===== config.mk =====
export PLATFORM = sky130hd
export DESIGN_NAME = mem_arbiter
export DESIGN_NICKNAME = d
export VERILOG_FILES = /design/src/rtl/mem_arb_pkg.sv /design/src/rtl/arb_pick.sv /design/src/rtl/mem_arbiter.sv
export SDC_FILE = /design/constraint.sdc
export NUM_CORES = 1
export LEC_CHECK = 0
export BUFFER_PORTS_ARGS = -buffer_cell sky130_fd_sc_hd__buf_4
export CAP_MARGIN = 10
export CELL_PAD_IN_SITES_DETAIL_PLACEMENT = 1
export CELL_PAD_IN_SITES_GLOBAL_PLACEMENT = 1
export CORE_MARGIN = 2
export CORE_UTILIZATION = 28
export DETAILED_ROUTE_END_ITERATION = 16
export PLACE_DENSITY = 0.85
export SLEW_MARGIN = 20
export SYNTH_ARGS = -nofsm -noshare
export SYNTH_HDL_FRONTEND = slang
export SYNTH_HIERARCHICAL = 1
export SYNTH_SLANG_ARGS = --single-unit

===== constraint.sdc =====
create_clock -name clk -period 1.85 [get_ports clk]
set_clock_uncertainty 0.1 [all_clocks]
set_input_delay 0.2775 -clock clk [delete_from_list [all_inputs] [get_ports clk]]
set_output_delay 0.2775 -clock clk [all_outputs]
set_load 0.1 [all_outputs]

===== src/rtl/mem_arb_pkg.sv =====
// Shared encodings for the two-master memory arbiter: FSM states,
// master indices and access-width codes.
package mem_arb_pkg;

    typedef enum logic [1:0] {
        IDLE = 2'd0,
        BUSY = 2'd1,
        RESP = 2'd2
    } state_t;

    localparam logic M0 = 1'b0;
    localparam logic M1 = 1'b1;

    localparam logic [1:0] WIDTH_BYTE = 2'd0;
    localparam logic [1:0] WIDTH_HALF = 2'd1;
    localparam logic [1:0] WIDTH_WORD = 2'd2;

endpackage


===== src/rtl/arb_pick.sv =====
// Combinational winner selection: a held lock beats round-robin, and
// round-robin favours the master that did not own the last access.
module arb_pick
    import mem_arb_pkg::*;
(
    input  logic [1:0] reqs,
    input  logic       last_owner,
    input  logic       lock_hold,
    input  logic       lock_owner,
    output logic       winner
);

    always_comb begin
        winner = M0;
        if (lock_hold && reqs[lock_owner]) begin
            winner = lock_owner;
        end else if (reqs[M0] && reqs[M1]) begin
            winner = ~last_owner;
        end else if (reqs[M1]) begin
            winner = M1;
        end else begin
            winner = M0;
        end
    end

endmodule


===== src/rtl/mem_arbiter.sv =====
// Two-master arbiter in front of a single memory slave: one access at a
// time, round-robin with lock retention, and a BUSY timeout that answers with err.
module mem_arbiter
    import mem_arb_pkg::*;
#(
    parameter int unsigned TIMEOUT_CYCLES = 255
) (
    input  logic        clk,
    input  logic        reset,
    input  logic        m0_req,
    input  logic [31:0] m0_addr,
    input  logic [31:0] m0_wdata,
    input  logic        m0_we,
    input  logic [1:0]  m0_width,
    input  logic        m0_lock,
    output logic        m0_ack,
    output logic        m0_err,
    output logic [31:0] m0_rdata,
    input  logic        m1_req,
    input  logic [31:0] m1_addr,
    input  logic [31:0] m1_wdata,
    input  logic        m1_we,
    input  logic [1:0]  m1_width,
    input  logic        m1_lock,
    output logic        m1_ack,
    output logic        m1_err,
    output logic [31:0] m1_rdata,
    output logic        mem_req,
    output logic [31:0] mem_addr,
    output logic [31:0] mem_dout,
    output logic        mem_write_en,
    output logic        mem_read_en,
    output logic [1:0]  mem_width,
    input  logic [31:0] mem_din,
    input  logic        mem_ack
);

    localparam int CNT_W = $clog2(TIMEOUT_CYCLES + 1);

    state_t state;
    state_t state_next;

    logic             owner;
    logic             last_owner;
    logic             lock_hold;
    logic             err_reg;
    logic [31:0]      rdata_reg;
    logic [31:0]      addr_reg;
    logic [31:0]      wdata_reg;
    logic             we_reg;
    logic [1:0]       width_reg;
    logic [CNT_W-1:0] count;
    logic [1:0]       reqs;
    logic             winner;
    logic             timeout;

    assign reqs    = {m1_req, m0_req};
    assign timeout = (count == CNT_W'(TIMEOUT_CYCLES - 1));

    arb_pick u_pick (
        .reqs       (reqs),
        .last_owner (last_owner),
        .lock_hold  (lock_hold),
        .lock_owner (last_owner),
        .winner     (winner)
    );

    // The held master is always the previous owner, so last_owner doubles as lock owner.
    always_ff @(posedge clk) begin
        if (reset) begin
            state      <= IDLE;
            owner      <= M0;
            last_owner <= M1;
            lock_hold  <= 1'b0;
            err_reg    <= 1'b0;
            rdata_reg  <= '0;
            addr_reg   <= '0;
            wdata_reg  <= '0;
            we_reg     <= 1'b0;
            width_reg  <= '0;
            count      <= '0;
        end else begin
            state <= state_next;
            case (state)
                IDLE: begin
                    if (|reqs) begin
                        owner     <= winner;
                        addr_reg  <= (winner == M1) ? m1_addr  : m0_addr;
                        wdata_reg <= (winner == M1) ? m1_wdata : m0_wdata;
                        we_reg    <= (winner == M1) ? m1_we    : m0_we;
                        width_reg <= (winner == M1) ? m1_width : m0_width;
                        count     <= '0;
                    end
                    if (lock_hold && !reqs[last_owner]) begin
                        lock_hold <= 1'b0;
                    end
                end
                BUSY: begin
                    if (mem_ack) begin
                        rdata_reg <= mem_din;
                        err_reg   <= 1'b0;
                    end else if (timeout) begin
                        rdata_reg <= '0;
                        err_reg   <= 1'b1;
                    end else begin
                        count <= count + 1'b1;
                    end
                end
                RESP: begin
                    last_owner <= owner;
                    lock_hold  <= (owner == M1) ? m1_lock : m0_lock;
                end
                default: ;
            endcase
        end
    end

    always_comb begin
        state_next   = state;
        mem_req      = 1'b0;
        mem_addr     = '0;
        mem_dout     = '0;
        mem_write_en = 1'b0;
        mem_read_en  = 1'b0;
        mem_width    = '0;
        m0_ack       = 1'b0;
        m0_err       = 1'b0;
        m0_rdata     = '0;
        m1_ack       = 1'b0;
        m1_err       = 1'b0;
        m1_rdata     = '0;
        case (state)
            IDLE: begin
                if (|reqs) begin
                    state_next = BUSY;
                end
            end
            BUSY: begin
                mem_req      = 1'b1;
                mem_addr     = addr_reg;
                mem_dout     = wdata_reg;
                mem_write_en = we_reg;
                mem_read_en  = ~we_reg;
                mem_width    = width_reg;
                if (mem_ack || timeout) begin
                    state_next = RESP;
                end
            end
            RESP: begin
                state_next = IDLE;
                if (owner == M1) begin
                    m1_ack   = 1'b1;
                    m1_err   = err_reg;
                    m1_rdata = rdata_reg;
                end else begin
                    m0_ack   = 1'b1;
                    m0_err   = err_reg;
                    m0_rdata = rdata_reg;
                end
            end
            default: state_next = IDLE;
        endcase
    end

endmodule


==> results of run 1 <==
[final cells by class]
| cell class | instances | area share |
|---|---|---|
| timing repair buffer | 375 | 0.422 |
| sequential | 113 | 0.190 |
| clock buffer | 24 | 0.0411 |
| multi-input combinational | 502 | 0.304 |
| tap | 270 | 0.0282 |
| clock inverter | 8 | 0.0124 |
| inverter | 6 | 0.00293 |
[worst min-delay path, delay by kind of cell]
family	cells	cell delay, ns
buffers and inverters	1	0.11
AO/OA/AOI/OAI	1	0.06
AND/OR/NAND/NOR	1	0.05
[stage by stage]
step / instances / setup TNS, ns / setup WS, ns
after floorplan: 679 / -1.71 / -0.137
after global placement: 1228 / 0 / 0.0708
after detailed placement: 1228 / 0 / 0.0472
after CTS: 1282 / -23.08 / -0.229
after global routing: 1298 / -33.40 / -0.310
final: 1298 / -26.91 / -0.277
[what timing repair did]
item | 4_1_cts | 5_1_grt
hold buffers | 0 | 0
buffers inserted | 15 | 10
endpoints found under the setup margin | 137 | 208
resized for setup | 486 | 49
pin swaps | 24 | 18
cloned | 7 | 10
[synth_stat cells (all sizes together), types with 5 or more instances]
library cell / n / area (um^2)
clkbuf: 33 / 125
dfxtp: 113 / 2260
a21oi: 37 / 185
nor3: 6 / 30.0
buf: 25 / 126
o21ai: 37 / 185
mux2i: 70 / 701
nor2: 78 / 298
a32o: 5 / 50.1
and2: 133 / 832
a211oi: 67 / 503
nand3: 8 / 40.0
inv: 6 / 22.5
nand2: 40 / 150
[report_power, final]
| group | leakage, nW | switching (mW) | internal (mW) | total [mW] |
|---|---|---|---|---|
| clock | 0.307 | 1.22 | 2.40 | 3.62 |
| sequential | 0.933 | 0.147 | 2.65 | 2.79 |
| combinational | 3.79 | 1.52 | 1.19 | 2.71 |
| total | 5.03 | 2.89 | 6.24 | 9.13 |
[layer usage]
| metal | GRT usage | vias to the layer above | routed length [um] |
|---|---|---|---|
| met2 | 0.448 | 312 | 15400 |
| met1 | 0.264 | 3242 | 10800 |
| li1 | - | 3014 | - |
| met5 | 0 | - | 0 |
| met3 | 0.0756 | 76 | 2150 |
| met4 | 0.0869 | 0 | 1320 |
[path summary, 6_finish.rpt]
path	startpoint	to	slack (ns)	depth (start not counted)
setup / recovery	state[0]$_SDFFE_PP0P_	m0_rdata[18]	-0.28	6
hold / removal	mem_din[24]	rdata_reg[24]$_SDFFE_PP0P_	0.03	3
setup reg to reg	state[0]$_SDFFE_PP0P_	count[1]$_SDFFE_PP0P_	-0.05	8
hold reg to reg	wdata_reg[30]$_SDFFE_PP0P_	wdata_reg[30]$_SDFFE_PP0P_	0.40	2
[kinds of logic (layout without fill, tap and decap cells)]
group	after synthesis	count (layout)	share of synthesized area
AO/OA/AOI/OAI	152	152	0.171
adder cells (fa/ha/maj)	2	2	0.00440
buffers and inverters	64	413	0.0482
flip-flops	113	113	0.398
multiplexers	70	70	0.123
AND/OR/NAND/NOR	278	278	0.256
==> results.py, run 1 <==
metrics = {
    "outcome": {
        "status": "finished with violations",
        "violations": "setup timing",
    },
    "critical_path": {
        "critPathTopFamily": "simple AND/OR/NAND/NOR gates",
        "worst_setup_path_end_kind": "output pin",
        "max_stage_delay_ns": 0.35,
        "cp-start-kind": "flop",
        "arrival_ns": 1.75,
        "crit_chain": "nand2b_4 > nor2_4 > buf_6 > clkbuf_16 > and2_4 > buf_12",
        "crit_slowest_cell": "dfxtp_4",
        "crit_fanout": 8,
        "worstSetupPathType": "reg2out",
        "cp.required_ns": 1.47,
        "path_buf_inv": 3,
    },
    "global_routing": {
        "grt_max_degree": 75,
        "antenna_found_initial": 0,
        "grt_pass1_vias": 7075,
        "grt_use_total": 0.244,
        "gr-total-overflow": 0,
        "grt_pass1_wl_um": 41000,
    },
    "die": {
        "dieArea_um2": 21500,
        "initial_core_util": 0.283,
        "core-area_um2": 20100,
        "num_rows": 52,
        "die_x_um": 147,
        "top_level_ports": 310,
        "fp.dieH_um": 147,
    },
    "synth": {
        "synth_edf_count": 0,
        "synthArstFlopShare": 0,
        "synthFlopType": "dfxtp_1",
        "syn_avg_cell_area_um2": 8.38,
        "ys_seq_elements": 113,
        "syn_area_um2": 5690,
        "ys_seq_area_frac": 0.398,
        "synth_warnings": 6,
        "yosysUniqueCellTypes": 37,
        "syn_nets": 854,
        "synth_cells": 679,
    },
    "timing": {
        "timing.final.ws_setup_ns": -0.277,
        "rsz0062_at_grt": "yes",
        "finalMaxSlewViolations": 0,
        "fmax_mhz": 470,
        "report.final.setup_viol": 141,
        "period_needed_ns": 2.13,
        "worstMarginPinSlew_ns": 0.489,
        "whs_ns": 0.0267,
        "slew_headroom": 0.674,
        "final.period_utilization": 1.15,
        "hold_violations": 0,
    },
    "cts": {
        "cts_tree": "built",
        "cts-buffers-inserted": 17,
        "cts_root_buf": "clkbuf_16",
        "clk_transition_reported_paths_ns": 0.06,
        "cts.path.max_buffers": 2,
        "cts_sinks": 113,
        "clkLatencyLatePin_ns": 0.41,
        "htree_levels": 4,
    },
    "routing": {
        "wl_um": 29700,
        "via_count": 6644,
        "wl_per_cell_um": 22.9,
        "routed_via_density": 5.12,
        "drt-pass1-iter-count": 4,
        "drc": 0,
        "ant_nets": 0,
        "drt_iter0_markers": 256,
    },
    "finish": {
        "final_common_cell": "buf_4",
        "final_util": 0.595,
        "multi_input_area_um2": 3630,
        "area_growth_pct": 110,
        "nets": 1190,
        "register_area_um2": 2270,
        "final_cell_mix": "192 x buf_4, 151 x buf_12, 133 x and2_4",
        "fin_area_um2": 12000,
        "drive_gt1_frac": 0.554,
        "fillCellCount": 2045,
        "insertedDiodeCount": 0,
    },
    "placed_design": {
        "dp_hpwl_um": 15100,
        "routabilityCongestion": 0.744,
        "io_buffers": 309,
        "placed_area_um2": 8730,
    },
    "power_and_ir_drop": {
        "power_mw": 9.13,
        "leakage_nw": 5.03,
        "powerDensity_nw_per_um2": 763,
        "peakVddDrop_mv": 0.632,
    },
    "hold_path": {
        "hp-class": "in2reg",
    },
    "run": {
        "maxCapViolCount": 0,
    },
}
No activity file was read; power rests on OpenSTA's default activity.
==> run 2, diff against run 1 <==
CORE_UTILIZATION = 34   (was 28)
PLACE_DENSITY = 0.95   (was 0.85)
clock period = 2.7 ns   (was 1.85 ns; I/O delays follow)
==> results.py, run 2 (synthesis gave the netlist of run 1 again) <==
metrics = {
    "outcome": {
        "status": "complete, no violations",
    },
    "cts": {
        "cts_setup_buffers": 0,
        "cts_root_buf": "clkbuf_16",
        "clk_transition_reported_paths_ns": 0.05,
        "ctsHoldBuffers": 0,
        "clkLatencyLatePin_ns": 0.41,
        "cts_sinks": 113,
        "cts_tree": "built",
        "cts.path.max_buffers": 2,
        "htree_levels": 4,
        "cts-buffers-inserted": 17,
        "cts_resized": 0,
    },
    "placed_design": {
        "io_buffers": 309,
        "routabilityCongestion": 0.784,
        "place_worst_setup_slack_ns": 0.529,
        "dp_hpwl_um": 15200,
    },
    "power_and_ir_drop": {
        "power_mw": 5.64,
        "leakage_nw": 4.03,
        "peakVddDrop_mv": 0.450,
        "powerDensity_nw_per_um2": 637,
    },
    "global_routing": {
        "grt_use_total": 0.226,
        "grt_pass1_wl_um": 32100,
        "gr-total-overflow": 0,
        "grt_pass1_vias": 6354,
        "grt_max_degree": 57,
        "antenna_found_initial": 0,
    },
    "critical_path": {
        "cp.required_ns": 2.19,
        "worstSetupPathType": "reg2out",
        "worst_setup_path_end_kind": "output pin",
        "crit_fanout": 41,
        "cp-start-kind": "flop",
        "arrival_ns": 2.03,
    },
    "routing": {
        "drc": 0,
        "routed_via_density": 5.01,
        "via_count": 6002,
        "ant_nets": 0,
        "drt-pass1-iter-count": 4,
        "wl_um": 20300,
        "drt_iter0_markers": 161,
        "wl_per_cell_um": 16.9,
    },
    "finish": {
        "final_cell_mix": "321 x buf_4, 133 x and2_1, 113 x dfxtp_1",
        "final_common_cell": "buf_4",
        "insertedDiodeCount": 0,
        "drive_gt1_frac": 0.373,
        "area_growth_pct": 55.7,
        "fillCellCount": 1974,
        "nets": 1140,
    },
    "timing": {
        "final.period_utilization": 0.940,
        "hold_violations": 0,
        "worstMarginPinSlew_ns": 0.749,
        "fmax_mhz": 394,
        "report.final.setup_viol": 0,
        "finalMaxSlewViolations": 0,
        "slew_headroom": 0.499,
        "rsz0062_at_grt": "no",
        "finalSetupTns_ns": 0,
        "timing.final.ws_setup_ns": 0.162,
        "period_needed_ns": 2.54,
    },
    "die": {
        "dieArea_um2": 17800,
        "num_rows": 47,
        "fp.dieH_um": 133,
        "die_x_um": 133,
        "initial_core_util": 0.345,
        "top_level_ports": 310,
        "core-area_um2": 16500,
    },
    "run": {
        "maxCapViolCount": 0,
    },
    "hold_path": {
        "hp-class": "in2reg",
    },
}
[run 2: per-layer routing]
layer,part of all wire,up-vias,global-route usage
met3,0.081,34,0.0795
li1,-,2918,-
met4,0.026,0,0.0851
met2,0.51,268,0.411
met5,0,-,0
met1,0.38,2782,0.241
[run 2: worst max-delay path: stages, from the launching register on]
cell and delay, ns:
dfxtp_1 0.33, nand2b_4 0.34, inv_2 0.15, buf_4 0.29, and2_1 0.21, buf_4 0.30
[run 2: path summary, 6_finish.rpt]
path                                    from                         end  slack [ns]  cells after the start
setup / recovery       state[1]$_SDFFE_PP0P_                mem_dout[30]        0.16                      5
hold / removal                    mem_din[6]   rdata_reg[6]$_SDFFE_PP0P_        0.15                      3
setup reg to reg       state[1]$_SDFFE_PP0P_       count[3]$_SDFFE_PP0P_        0.60                      6
hold reg to reg   rdata_reg[14]$_SDFFE_PP0P_  rdata_reg[14]$_SDFFE_PP0P_        0.38                      2
[run 2: power breakdown]
| part | leakage, nW | internal, mW | total (mW) | switching (mW) |
|---|---|---|---|---|
| Clock | 0.308 | 1.63 | 2.41 | 0.771 |
| Combinational | 2.79 | 0.459 | 1.34 | 0.878 |
| Sequential | 0.931 | 1.81 | 1.90 | 0.0832 |
[run 2: area by class of cell]
| class | instances | area (um^2) | area share |
|---|---|---|---|
| Tap cell | 220 | 275 | 0.0311 |
| Multi-Input combinational cell | 502 | 3180 | 0.359 |
| Clock inverter | 9 | 154 | 0.0174 |
| Sequential cell | 113 | 2260 | 0.255 |
| Timing Repair Buffer | 325 | 2480 | 0.280 |
| Clock buffer | 22 | 484 | 0.0547 |
| Inverter | 6 | 22.5 | 0.00254 |
[run 2: metrics by stage]
| stage | util | instances | area (um^2) | hold WS [ns] |
|---|---|---|---|---|
| floorplan | - | 679 | 5690 | 0.353 |
| global placement | 0.499 | 1166 | 8210 | 0.362 |
| detailed placement | 0.499 | 1166 | 8210 | 0.376 |
| CTS | 0.538 | 1197 | 8850 | 0.131 |
| global route | 0.538 | 1197 | 8850 | 0.138 |
| finish | 0.538 | 1197 | 8850 | 0.152 |
==> run 3, diff against run 2 <==
SKIP_CTS_REPAIR_TIMING = 1   (was unset)
SYNTH_HIERARCHICAL = unset   (was 1)
==> results.py, run 3 <==
metrics = {
    "outcome": {
        "status": "complete, no violations",
    },
    "global_routing": {
        "antenna_found_initial": 0,
        "grt_pass1_wl_um": 32700,
        "gr-total-overflow": 0,
        "grt_pass1_vias": 6229,
        "grt_max_degree": 136,
        "grt_use_total": 0.233,
    },
    "power_and_ir_drop": {
        "power_mw": 5.61,
        "peakVddDrop_mv": 0.410,
        "leakage_nw": 3.98,
        "powerDensity_nw_per_um2": 640,
    },
    "critical_path": {
        "rrSetupSlack_ns": 0.64,
        "cp-start-kind": "flop",
        "crit_fanout": 35,
        "rr_startpoint": "count[0]$_SDFFE_PP0P_",
        "reg2reg_depth": 7,
        "cp-endpoint": "m1_rdata[28]",
        "cp.required_ns": 2.19,
        "arrival_ns": 1.94,
        "worstSetupPathType": "reg2out",
        "timing.rr.end": "rdata_reg[25]$_SDFFE_PP0P_",
        "crit_path_start": "state[0]$_SDFFE_PP0P_",
        "worst_setup_path_end_kind": "output pin",
    },
    "synth": {
        "syn_nets": 854,
        "synth_xor_area_frac": 0.00155,
        "synth_top_family_by_area": "simple AND/OR/NAND/NOR gates",
        "synthArstFlopShare": 0,
        "synthMuxAreaShare": 0.123,
        "netlist.area_leader.share": 0.402,
        "yosys-top-cells-area": "dfxtp_1 40%, and2_1 15%, mux2i_1 12%, a21oi_1 9.2%, o21ai_0 9.2%",
        "synth_cells": 679,
        "yosysUniqueCellTypes": 38,
        "syn_avg_cell_area_um2": 8.30,
        "ys_seq_elements": 113,
        "yosys.area_share.simple": 0.214,
        "synth_commonest_cells": "133 x and2_1, 113 x dfxtp_1, 104 x a21oi_1, 104 x o21ai_0, 69 x mux2i_1",
        "synthAdderAreaFrac": 0.00444,
        "ys_seq_area_frac": 0.402,
        "synth_area_leader_cell": "dfxtp_1",
        "synth_most_common_cell": "and2_1",
        "synth_compound_area_frac": 0.204,
        "syn_area_um2": 5630,
        "synth_edf_count": 0,
        "synth_warnings": 0,
        "synthFlopType": "dfxtp_1",
    },
    "die": {
        "dieArea_um2": 17600,
        "fp.dieH_um": 133,
        "num_rows": 47,
        "die_x_um": 133,
        "core-area_um2": 16400,
        "top_level_ports": 310,
        "initial_core_util": 0.343,
    },
    "timing": {
        "slew_headroom": 0.603,
        "worstMarginPinSlew_ns": 0.596,
        "rsz0062_at_grt": "no",
        "period_needed_ns": 2.45,
        "report.final.setup_viol": 0,
        "finalMaxSlewViolations": 0,
        "finalSetupTns_ns": 0,
        "fmax_mhz": 408,
        "final.period_utilization": 0.907,
        "hold_violations": 0,
    },
    "finish": {
        "fin_area_um2": 8760,
        "final_common_cell": "buf_4",
        "area_growth_pct": 55.6,
        "drive_gt1_frac": 0.373,
        "insertedDiodeCount": 0,
        "nets": 1134,
        "final_cell_mix": "314 x buf_4, 133 x and2_1, 113 x dfxtp_1",
    },
    "routing": {
        "drt-pass1-iter-count": 4,
        "wl_um": 21100,
        "ant_nets": 0,
        "drc": 0,
        "routed_via_density": 5.05,
        "wl_per_cell_um": 17.7,
        "drt_iter0_markers": 256,
        "via_count": 6020,
    },
    "cts": {
        "cts_tree": "built",
        "cts_root_buf": "clkbuf_16",
        "cts.path.max_buffers": 2,
        "clkLatencyLatePin_ns": 0.40,
        "cts-buffers-inserted": 17,
        "htree_levels": 4,
        "clk_transition_reported_paths_ns": 0.05,
        "cts_sinks": 113,
    },
    "hold_path": {
        "hp-class": "in2reg",
    },
    "run": {
        "maxCapViolCount": 0,
    },
    "placed_design": {
        "placed_area_um2": 8130,
        "routabilityCongestion": 0.829,
        "io_buffers": 309,
        "dp_hpwl_um": 15100,
    },
}
## run 3: stage by stage
| stage | setup slack [ns] | hold WS [ns] | std cells | utilization |
|---|---|---|---|---|
| after floorplan | 0.0196 | 0.353 | 679 | - |
| after global placement | 0.781 | 0.363 | 1160 | 0.496 |
| after detailed placement | 0.696 | 0.373 | 1160 | 0.496 |
| after CTS | 0.249 | 0.139 | 1192 | 0.534 |
| after global routing | 0.153 | 0.145 | 1192 | 0.534 |
| final | 0.251 | 0.153 | 1192 | 0.534 |
## run 3: report_power, final
part / switching, mW / internal, mW / total, mW
Sequential: 0.0910 / 1.81 / 1.91
Combinational: 0.869 / 0.437 / 1.31
Clock: 0.785 / 1.61 / 2.40
## run 3: critical path, stage by stage, from the launching register on
cell,delay (ns)
dfxtp_1,0.36
nand2b_1,0.26
nor2_2,0.11
buf_4,0.30
and2_1,0.21
buf_4,0.30
## run 3: cells by family after synthesis
kind of cell	after synthesis
and+or+nand+nor	210
DFF	113
adders and majority gates	2
buffers and inverters	64
xor gates and xnor gates	1
AOI/OAI and AO/OA	220
muxes	69
## run 3: layout make-up
| type | instances | area, um^2 |
|---|---|---|
| multi-input combinational | 502 | 3100 |
| inverter | 5 | 18.8 |
| tap | 220 | 275 |
| timing repair buffer | 320 | 2480 |
| clock buffer | 22 | 474 |
| clock inverter | 10 | 156 |
| sequential | 113 | 2260 |
| fill | 1938 | 7640 |
## run 3: worst min path at each step
stage,start,to,cells after the start
after detailed placement,rdata_reg[4]$_SDFFE_PP0P_,rdata_reg[4]$_SDFFE_PP0P_,2
final,mem_din[30],rdata_reg[30]$_SDFFE_PP0P_,3
after global placement,rdata_reg[1]$_SDFFE_PP0P_,rdata_reg[1]$_SDFFE_PP0P_,2
after global routing,mem_din[1],rdata_reg[1]$_SDFFE_PP0P_,3
after floorplan,rdata_reg[0]$_SDFFE_PP0P_,rdata_reg[0]$_SDFFE_PP0P_,2
after CTS,mem_din[30],rdata_reg[30]$_SDFFE_PP0P_,3
## run 3: layer usage
metal	GRT usage	up-vias	routed length (um)
li1	-	2899	-
met1	0.261	2866	8520
met2	0.431	223	10900
met3	0.0579	32	1210
met4	0.0741	0	426
met5	0	-	0
